`config.mk`:
```
export PLATFORM = sky130hd
export DESIGN_NAME = key_event_sched_flat
export DESIGN_NICKNAME = d
export VERILOG_FILES = /design/src/rtl/key_event_sched_pkg.sv /design/src/rtl/key_event_sched_if.sv /design/src/rtl/key_evt_chan.sv /design/src/rtl/key_event_sched.sv /design/src/flat_wrapper.sv
export SDC_FILE = /design/constraint.sdc
export NUM_CORES = 1
export LEC_CHECK = 0
export CORE_UTILIZATION = 64
export CTS_CLUSTER_DIAMETER = 150
export DETAILED_ROUTE_END_ITERATION = 7
export PLACE_DENSITY = 0.92
export SYNTH_ARGS = -nofsm -noshare
export SYNTH_HDL_FRONTEND = slang
export SYNTH_SLANG_ARGS = --single-unit
```
`constraint.sdc`:
```
create_clock -name clk -period 5.7 [get_ports clk]
set_clock_uncertainty 0.1 [all_clocks]
set_input_delay 1.14 -clock clk [delete_from_list [all_inputs] [get_ports clk]]
set_output_delay 1.14 -clock clk [all_outputs]
set_load 0.02 [all_outputs]
```
`src/rtl/key_event_sched_pkg.sv`:
```
// Shared types and default timing for the key event scheduler.
// Channel FSM states, FIFO event record, 125 MHz timing defaults.
package key_event_sched_pkg;

  typedef enum logic [1:0] {
    IDLE,
    HOLD,
    REPEAT
  } chan_state_t;

  localparam int EVT_CODE_W = 8;

  typedef struct packed {
    logic [EVT_CODE_W-1:0] code;
    logic                  is_long;
  } evt_t;

  localparam int DEF_LONG_CNT   = 125_000_000;
  localparam int DEF_REPEAT_CNT = 25_000_000;

endpackage

```
`src/rtl/key_event_sched_if.sv`:
```
// Key event stream: valid/ready handshake plus status flags.
// master = scheduler (drives event), slave = consumer (drives ready).
interface key_event_sched_if #(
  parameter int CODE_W = 3
);
  logic              evt_valid;
  logic              evt_ready;
  logic [CODE_W-1:0] evt_code;
  logic              evt_long;
  logic              evt_ovf;
  logic              fifo_full;

  modport master (
    output evt_valid,
    output evt_code,
    output evt_long,
    output evt_ovf,
    output fifo_full,
    input  evt_ready
  );

  modport slave (
    input  evt_valid,
    input  evt_code,
    input  evt_long,
    input  evt_ovf,
    input  fifo_full,
    output evt_ready
  );
endinterface

```
`src/rtl/key_evt_chan.sv`:
```
// Per-key press / long-press / auto-repeat detector.
// Ports: clk, rst_n, key_lvl, key_prev in; raise, raise_long out.
module key_evt_chan
  import key_event_sched_pkg::*;
#(
  parameter int LONG_CNT   = DEF_LONG_CNT,
  parameter int REPEAT_CNT = DEF_REPEAT_CNT
) (
  input  logic clk,
  input  logic rst_n,
  input  logic key_lvl,
  input  logic key_prev,
  output logic raise,
  output logic raise_long
);

  localparam int CNT_MAX =
    (LONG_CNT > REPEAT_CNT) ? LONG_CNT : REPEAT_CNT;
  localparam int CNT_W =
    (CNT_MAX > 2) ? $clog2(CNT_MAX) : 1;
  localparam logic [CNT_W-1:0] LONG_T =
    CNT_W'(LONG_CNT - 1);
  localparam logic [CNT_W-1:0] REP_T =
    CNT_W'(REPEAT_CNT - 1);

  chan_state_t      state;
  logic [CNT_W-1:0] cnt;
  logic             press;
  logic             long_tc;
  logic             rep_tc;

  assign press   = key_lvl & ~key_prev;
  assign long_tc = (cnt == LONG_T);
  assign rep_tc  = (cnt == REP_T);

  // Events fire in the same cycle the condition is
  // sampled so the pending flag sets on that edge.
  always_comb begin
    raise      = 1'b0;
    raise_long = 1'b0;
    unique case (state)
      IDLE: begin
        raise = press;
      end
      HOLD: begin
        raise      = key_lvl & long_tc;
        raise_long = key_lvl & long_tc;
      end
      REPEAT: begin
        raise      = key_lvl & rep_tc;
        raise_long = key_lvl & rep_tc;
      end
      default: ;
    endcase
  end

  always_ff @(posedge clk or negedge rst_n) begin
    if (!rst_n) begin
      state <= IDLE;
      cnt   <= '0;
    end else begin
      unique case (state)
        IDLE: begin
          if (press) begin
            state <= HOLD;
            cnt   <= '0;
          end
        end
        HOLD: begin
          if (!key_lvl) begin
            state <= IDLE;
            cnt   <= '0;
          end else if (long_tc) begin
            state <= REPEAT;
            cnt   <= '0;
          end else begin
            cnt <= cnt + CNT_W'(1);
          end
        end
        REPEAT: begin
          if (!key_lvl) begin
            state <= IDLE;
            cnt   <= '0;
          end else if (rep_tc) begin
            cnt <= '0;
          end else begin
            cnt <= cnt + CNT_W'(1);
          end
        end
        default: begin
          state <= IDLE;
          cnt   <= '0;
        end
      endcase
    end
  end

endmodule

```
`src/rtl/key_event_sched.sv`:
```
// Key event scheduler: per-key detectors, priority arbiter, event FIFO.
// Ports: clk, rst_n, key_lvl[NKEY] in; evt (master) event stream out.
module key_event_sched
  import key_event_sched_pkg::*;
#(
  parameter int NKEY       = 4,
  parameter int CODE_W     = 3,
  parameter int LONG_CNT   = DEF_LONG_CNT,
  parameter int REPEAT_CNT = DEF_REPEAT_CNT,
  parameter int FIFO_DEPTH = 4
) (
  input  logic                  clk,
  input  logic                  rst_n,
  input  logic [NKEY-1:0]       key_lvl,
  key_event_sched_if.master     evt
);

  localparam int AW = $clog2(FIFO_DEPTH);
  localparam logic [AW:0] FULL_CNT = (AW+1)'(FIFO_DEPTH);

  logic [NKEY-1:0] key_prev;
  logic [NKEY-1:0] raise;
  logic [NKEY-1:0] raise_long;
  logic [NKEY-1:0] pend;
  logic [NKEY-1:0] pend_long;
  logic [NKEY-1:0] gnt;
  logic            found;
  logic            push;
  logic            pop;
  logic            push_ok;
  logic            full;
  logic            ovf_q;
  evt_t            wr_ent;
  evt_t            head;
  evt_t            mem [FIFO_DEPTH];
  logic [AW-1:0]   wr_ptr;
  logic [AW-1:0]   rd_ptr;
  logic [AW:0]     cnt;
  logic            unused_hi;

  // All ones at reset: a key held through reset must
  // be released before it can produce an event.
  always_ff @(posedge clk or negedge rst_n) begin
    if (!rst_n) key_prev <= '1;
    else        key_prev <= key_lvl;
  end

  for (genvar g = 0; g < NKEY; g++) begin : g_chan
    key_evt_chan #(
      .LONG_CNT   (LONG_CNT),
      .REPEAT_CNT (REPEAT_CNT)
    ) u_chan (
      .clk        (clk),
      .rst_n      (rst_n),
      .key_lvl    (key_lvl[g]),
      .key_prev   (key_prev[g]),
      .raise      (raise[g]),
      .raise_long (raise_long[g])
    );
  end

  assign full    = (cnt == FULL_CNT);
  assign pop     = (cnt != '0) & evt.evt_ready;
  assign push_ok = ~full | pop;

  // Lowest index pending flag wins.
  always_comb begin
    gnt    = '0;
    wr_ent = '0;
    found  = 1'b0;
    for (int i = 0; i < NKEY; i++) begin
      if (pend[i] && !found) begin
        found          = 1'b1;
        wr_ent.code    = EVT_CODE_W'(i);
        wr_ent.is_long = pend_long[i];
        gnt[i]         = push_ok;
      end
    end
  end

  assign push = found & push_ok;

  // A flag granted on the edge it is re-raised
  // stays set; otherwise a re-raise is dropped.
  always_ff @(posedge clk or negedge rst_n) begin
    if (!rst_n) begin
      pend      <= '0;
      pend_long <= '0;
      ovf_q     <= 1'b0;
    end else begin
      for (int i = 0; i < NKEY; i++) begin
        if (raise[i] && (!pend[i] || gnt[i])) begin
          pend[i]      <= 1'b1;
          pend_long[i] <= raise_long[i];
        end else if (gnt[i]) begin
          pend[i] <= 1'b0;
        end
      end
      ovf_q <= |(raise & pend & ~gnt);
    end
  end

  always_ff @(posedge clk or negedge rst_n) begin
    if (!rst_n) begin
      for (int i = 0; i < FIFO_DEPTH; i++) begin
        mem[i] <= '0;
      end
      wr_ptr <= '0;
      rd_ptr <= '0;
      cnt    <= '0;
    end else begin
      if (push) begin
        mem[wr_ptr] <= wr_ent;
        wr_ptr      <= wr_ptr + AW'(1);
      end
      if (pop) begin
        rd_ptr <= rd_ptr + AW'(1);
      end
      if (push && !pop) begin
        cnt <= cnt + (AW+1)'(1);
      end else if (pop && !push) begin
        cnt <= cnt - (AW+1)'(1);
      end
    end
  end

  assign head      = mem[rd_ptr];
  assign unused_hi = |(head.code >> CODE_W);

  assign evt.evt_valid = (cnt != '0);
  assign evt.evt_code  = head.code[CODE_W-1:0];
  assign evt.evt_long  = head.is_long;
  assign evt.evt_ovf   = ovf_q;
  assign evt.fifo_full = full;

endmodule

```
`src/flat_wrapper.sv`:
```
// flat-port wrapper written by rule: the top's interface ports become plain ports
module key_event_sched_flat import key_event_sched_pkg::*;
#(
  parameter int NKEY       = 4,
  parameter int CODE_W     = 3,
  parameter int LONG_CNT   = DEF_LONG_CNT,
  parameter int REPEAT_CNT = DEF_REPEAT_CNT,
  parameter int FIFO_DEPTH = 4
)
  (clk, rst_n, key_lvl, evt_evt_valid, evt_evt_code, evt_evt_long, evt_evt_ovf, evt_fifo_full, evt_evt_ready);
  key_event_sched_if #(.CODE_W(CODE_W)) evt_i ();
  input  logic clk;
  input  logic rst_n;
  input  logic [NKEY-1:0] key_lvl;
  output wire logic [$bits(evt_i.evt_valid)-1:0] evt_evt_valid;
  output wire logic [$bits(evt_i.evt_code)-1:0] evt_evt_code;
  output wire logic [$bits(evt_i.evt_long)-1:0] evt_evt_long;
  output wire logic [$bits(evt_i.evt_ovf)-1:0] evt_evt_ovf;
  output wire logic [$bits(evt_i.fifo_full)-1:0] evt_fifo_full;
  input wire logic [$bits(evt_i.evt_ready)-1:0] evt_evt_ready;
  assign evt_evt_valid = evt_i.evt_valid;
  assign evt_evt_code = evt_i.evt_code;
  assign evt_evt_long = evt_i.evt_long;
  assign evt_evt_ovf = evt_i.evt_ovf;
  assign evt_fifo_full = evt_i.fifo_full;
  assign evt_i.evt_ready = evt_evt_ready;
  key_event_sched #(.NKEY(NKEY), .CODE_W(CODE_W), .LONG_CNT(LONG_CNT), .REPEAT_CNT(REPEAT_CNT), .FIFO_DEPTH(FIFO_DEPTH)) u_core (.clk(clk), .rst_n(rst_n), .key_lvl(key_lvl), .evt(evt_i));
endmodule
```
==> impl_metrics.tcl, run 1 <==
set metrics [dict create \
    setup_tns_ns 0 \
    yosysSeqAreaShare_pct 45.8 \
    hold_buffers 0 \
    hpwl_microns 11300 \
    clock_latency_ns 0.43 \
    netlist_instances 849 \
    ctsResizeCount 0 \
    cpMaxStageDelayCell "nor4b_1" \
    synthAdderAreaFrac_pct 4.11 \
    first_global_vias 6163 \
    area_growth_syn_to_layout_pct 9.81 \
    grt_setup_unrepaired "false" \
    grt_pass1_wl_microns 28900 \
    drv_slew 0 \
    status "finished, final reports clean" \
    gr-usage-all-layers_pct 28.2 \
    powerDensity_nw_per_um2 370 \
    setup_viol 0 \
    coreArea_sq_um 12200 \
    grt-ovfl-total 0 \
    cts_buffers 17 \
    met3_usage_pct 6.30 \
    vias 6330 \
    fin_crit_sh_pct 58.2 \
    dr.pass1.iters 4 \
    hp-class "reg -> reg" \
    dieArea_sq_um 13100 \
    r2r_end "u_core.g_chan[2].u_chan.cnt[7]" \
    ys_async_sr_fraction_pct 100 \
    path_class "in -> reg" \
    min_period_ns 3.32 \
    cp_cell_sequence "clkdlybuf4s50_1, nor4b_1, a21oi_1, ha_1, inv_1, fa_1, mux2_2" \
    antenna_found_initial 0 \
    synth-seq-cells 148 \
    synthXorXnorAreaFrac_pct 8.11 \
    r2r_slack_ns 2.64 \
    synth-edff-count 0 \
    synth.top_cells.by_area "dfrtp_1 44%, nor2_1 5.3%, xor2_1 4.8%" \
    hold_path_depth 1 \
    die-width_microns 115 \
    max_slew.worst_pin.slew_ns 1.07 \
    min_to "u_core.mem[20]" \
    min_from "u_core.mem[20]" \
    drv_cap 0 \
    cts_tree "built" \
    busiest_layer "met2" \
    crit_buf_inv 2 \
    worstPathArrival_ns 3.54 \
    cts_max_path_buffers 2 \
    timing.hold.ws_ns 0.403 \
    gp_congestion 0.882 \
    cts_setup_buffers 0 \
    rows 40 \
    leakage_uw 0.00387 \
    die_height_microns 115 \
    diodes 0 \
    critPathTopFamily "adder cells" \
    syn_avg_cell_area_sq_um 9.54 \
    syn_nets 882 \
    synth_most_common_cell "dfrtp_1" \
    vias_per_cell 6.08 \
    drtIter0Drc 467 \
    initial_core_util_pct 66.6 \
    cts_max_level 4 \
    wl_microns 16800 \
    crit_start "evt_evt_ready" \
    gr-usage-met2_pct 45.8 \
    drt-wirelength-per-cell_microns 16.1 \
    yosys-mux-area-fraction_pct 3.29 \
    grt_max_degree 111 \
    antenna_left 0 \
    reg2reg_depth 7 \
    io_pins 14 \
    reg2reg_from "u_core.g_chan[2].u_chan.cnt[0]" \
    slowest_delay_ns 0.61 \
    grt_util_met1_pct 37.0 \
    netlist_area_sq_um 8100 \
    root_buffer "clkbuf_16" \
    synthFlopType "dfrtp_1" \
    power_uw 3290 \
    portBuffers 12 \
    path_clk_slew_ns 0.06 \
    route.detailed.drc 0 \
    synth_top_area_share_pct 44.5 \
    slew_headroom_pct 28.4 \
    final_net_count 893 \
    fmax_mhz 301 \
    finalHoldViolCount 0 \
    yosys_warnings 0 \
    synthTopCellsByCount "144 x dfrtp_1, 115 x nor2_1, 85 x nand2_1, 55 x nand3_1, 44 x xor2_1" \
    crit_fanout 8 \
    crit_required_ns 5.92 \
    peakVddDrop_mv 0.257 \
    end_kind "flip-flop" \
    synth_compound_area_share_pct 10.1 \
    synth_top_family_by_area "simple AND/OR/NAND/NOR gates" \
    critPathLaunchType "input pin" \
    ys_types 72 \
    cts_sinks 148 \
    yosysTopAreaCell "dfrtp_1" \
    synth_simple_gate_area_share_pct 26.0 \
    drive_above_1_share_pct 8.13 \
]
==> area by class of cell <==
class	instances	area (sq um)
Clock buffer	22	474
Clock inverter	10	82.6
Fill cell	837	3270
Inverter	26	97.6
Multi-Input combinational cell	653	4190
Sequential cell	148	3710
Tap cell	168	210
Timing Repair Buffer	14	136
==> state kept, by name (all words and copies together), names as in the netlist <==
register	count
u_core.key_prev	4
u_core.wr_ptr	2
u_core.pend	4
u_core.mem	12
u_core.pend_long	4
u_core.rd_ptr	2
u_core.g_chan.u_chan.cnt	108
u_core.evt.evt_ovf	1
u_core.g_chan.u_chan.state	8
u_core.cnt	3
==> kinds of logic (layout without fill, tap and decap cells) <==
family          Yosys count  after routing
flops                   148            148
xor+xnor                 75             75
simple gates            413            413
buf+inv                  48             72
compound gates          117            117
other cells               1              1
fa+ha+maj                26             26
mux                      21             21
==> metal layers <==
metal  vias up  part of all wire, %
li1       3023                    -
met1      3118                   45
met2       161                   48
met3        28                  5.0
met4         0                  1.9
met5         -                    0
==> through the flow <==
| step | setup WS (ns) | cell area (sq um) | utilization [%] | std cells |
|---|---|---|---|---|
| 2_1_floorplan | 2.78 | 8100 | - | 849 |
| 3_3_place_gp | 2.06 | 8340 | 68.6 | 1009 |
| 3_5_place_dp | 1.94 | 8340 | 68.6 | 1009 |
| 4_1_cts | 2.36 | 8900 | 73.1 | 1041 |
| 5_1_grt | 2.13 | 8900 | 73.1 | 1041 |
| 6_report | 2.38 | 8900 | 73.1 | 1041 |
==> cell usage in the layout (no fill, tap or decap), drive strengths merged, types with 22 or more instances in the layout <==
master and count:
o21ai 29, nor2 116, nand4 28, dfrtp 144
xor2 44, nand2 85, ha 25, xnor2 31
clkbuf 22, nand3 55, inv 26
==> how the worst max path moves through the flow <==
stage | endpoint | slack (ns) | cells past startpoint
after floorplan | u_core.cnt[1] | 2.78 | 6
after global routing | u_core.g_chan[2].u_chan.cnt[12] | 2.13 | 6
final | u_core.cnt[1] | 2.38 | 7
after detailed placement | u_core.cnt[1] | 1.94 | 7
after CTS | evt_fifo_full | 2.36 | 2
after global placement | u_core.cnt[1] | 2.06 | 7
==> report_power, final <==
part / internal, uW / switching [uW] / leakage [uW] / total, uW
Clock: 629 / 423 / 0.000271 / 1050
Sequential: 1160 / 107 / 0.00202 / 1260
Combinational: 363 / 617 / 0.00158 / 979
Total: 2150 / 1150 / 0.00387 / 3290
Power figures use the tool's default switching activity.
==> run 2, diff against run 1 <==
CORE_UTILIZATION = 63   (was 64)
PLACE_DENSITY = 0.91   (was 0.92)
clock period = 3.2 ns   (was 5.7 ns; I/O delays follow)
==> impl_metrics.tcl, run 2 (same netlist as run 1, synthesis figures left out) <==
set metrics [dict create \
    slew_headroom_pct 31.7 \
    power_frac_comb_pct 30.9 \
    antenna_left 0 \
    clockPowerShare_pct 32.6 \
    die_height_microns 115 \
    regMostFlops "u_core.g_chan.u_chan.cnt" \
    end_kind "primary output" \
    crit_fanout 5 \
    slowest_delay_ns 0.59 \
    reg2reg_depth 7 \
    vias_per_cell 6.19 \
    dr.pass1.iters 7 \
    crit_cells 2 \
    final_net_count 909 \
    max_slew.worst_pin.slew_ns 1.02 \
    drtIter0Drc 637 \
    cts_setup_buffers 0 \
    p_int_uw 4040 \
    largest_register_ffs 108 \
    peakVddDrop_mv 0.465 \
    initial_core_util_pct 64.5 \
    crit_required_ns 2.46 \
    fillers 808 \
    drt-wirelength-per-cell_microns 16.8 \
    grt-ovfl-total 0 \
    cts_max_path_buffers 2 \
    gr-usage-all-layers_pct 29.2 \
    path_clk_slew_ns 0.06 \
    grt_pass1_wl_microns 30200 \
    seqPwrFrac_pct 36.5 \
    fin_ws_ns 0.358 \
    drv_slew 0 \
    rows 41 \
    fmax_mhz 352 \
    switching_share_pct 34.3 \
    reg_top3 "u_core.g_chan.u_chan.cnt (108), u_core.mem (12), u_core.g_chan.u_chan.state (8)" \
    mostFrequentLayoutCells "144 x dfrtp_1, 115 x nor2_1, 85 x nand2_1" \
    finalHoldViolCount 0 \
    path_class "reg -> out" \
    setup_viol 0 \
    fin_area_sq_um 9080 \
    coreArea_sq_um 12600 \
    area_growth_syn_to_layout_pct 12.0 \
    powerDensity_nw_per_um2 679 \
    io_pins 14 \
    dp_slack_ns 0.193 \
    die-width_microns 115 \
    critPathLaunchType "flip-flop" \
    clock_latency_ns 0.43 \
    r2r_slack_ns 0.37 \
    cts_tree "built" \
    status "finished, final reports clean" \
    drive_above_1_share_pct 9.79 \
    switching_power_uw 2120 \
    cts_sinks 148 \
    antenna_found_initial 0 \
    first_global_vias 6380 \
    multi_input_area_sq_um 4190 \
    min_period_ns 2.84 \
    dieArea_sq_um 13300 \
    cts_max_level 4 \
    hpwl_microns 11600 \
    grt_max_degree 65 \
    register_area_sq_um 3710 \
    worstPathArrival_ns 2.10 \
    wl_microns 17800 \
    diodes 0 \
    layout_commonest_cell "dfrtp_1" \
    gp_congestion 0.879 \
    leakage_uw 0.00398 \
    cts_buffers 17 \
    root_buffer "clkbuf_16" \
    route.detailed.drc 0 \
    grt_setup_unrepaired "false" \
    critPathTopFamily "buffers and inverters" \
    setup_tns_ns 0 \
    ctsResizeCount 0 \
    cp_cell_sequence "mux4_2, clkdlybuf4s50_1" \
    hold_buffers 0 \
    vias 6563 \
    hp-class "in -> async" \
    fin_crit_sh_pct 88.8 \
    dpl-instance-area_sq_um 8480 \
    cpMaxStageDelayCell "clkdlybuf4s50_1" \
    portBuffers 12 \
    crit_buf_inv 1 \
    drv_cap 0 \
]
[run 2: metrics by stage]
stage | total power (uW) | std cells | utilization (%) | hold WS, ns
global placement | 4030 | 1029 | 67.4 | 0.384
CTS | 6160 | 1061 | 72.2 | 0.118
floorplan | 3600 | 849 | - | 0.244
finish | 6160 | 1061 | 72.2 | 0.0993
global route | 6490 | 1061 | 72.2 | 0.142
detailed placement | 4120 | 1029 | 67.4 | 0.384
[run 2: cell type report]
cell class              instances  area share [%]
clock buffers                  24            5.53
clock inverters                 8            1.08
inverters                      26            1.08
well taps                     172            2.37
flip-flops and latches        148            40.9
repair buffers                 30            2.96
multi-input cells             653            46.1
[run 2: power groups by stage]
stage,sequential (uW),combinational (uW),clock (uW)
2_1_floorplan,2210,1390,0
3_3_place_gp,2260,1770,0
3_5_place_dp,2270,1850,0
4_1_cts,2250,1890,2020
5_1_grt,2270,2100,2120
6_report,2250,1900,2010
[run 2: worst paths after layout]
path                                                      from                         endpoint
worst min register to register                  u_core.mem[19]                   u_core.mem[19]
min in group clk                                u_core.mem[19]                   u_core.mem[19]
max in group asynchronous                                rst_n               u_core.key_prev[2]
worst min-delay path                                     rst_n  u_core.g_chan[2].u_chan.cnt[21]
worst max register to register  u_core.g_chan[2].u_chan.cnt[0]  u_core.g_chan[2].u_chan.cnt[26]
worst max-delay path                          u_core.rd_ptr[0]                  evt_evt_code[0]
[run 2: layer usage]
layer	global-route usage, %	up-vias	share of wire [%]
met5	0	-	0
met3	7.22	53	5.6
li1	-	3067	-
met1	37.9	3196	43
met2	46.3	247	48
met4	13.8	0	3.0
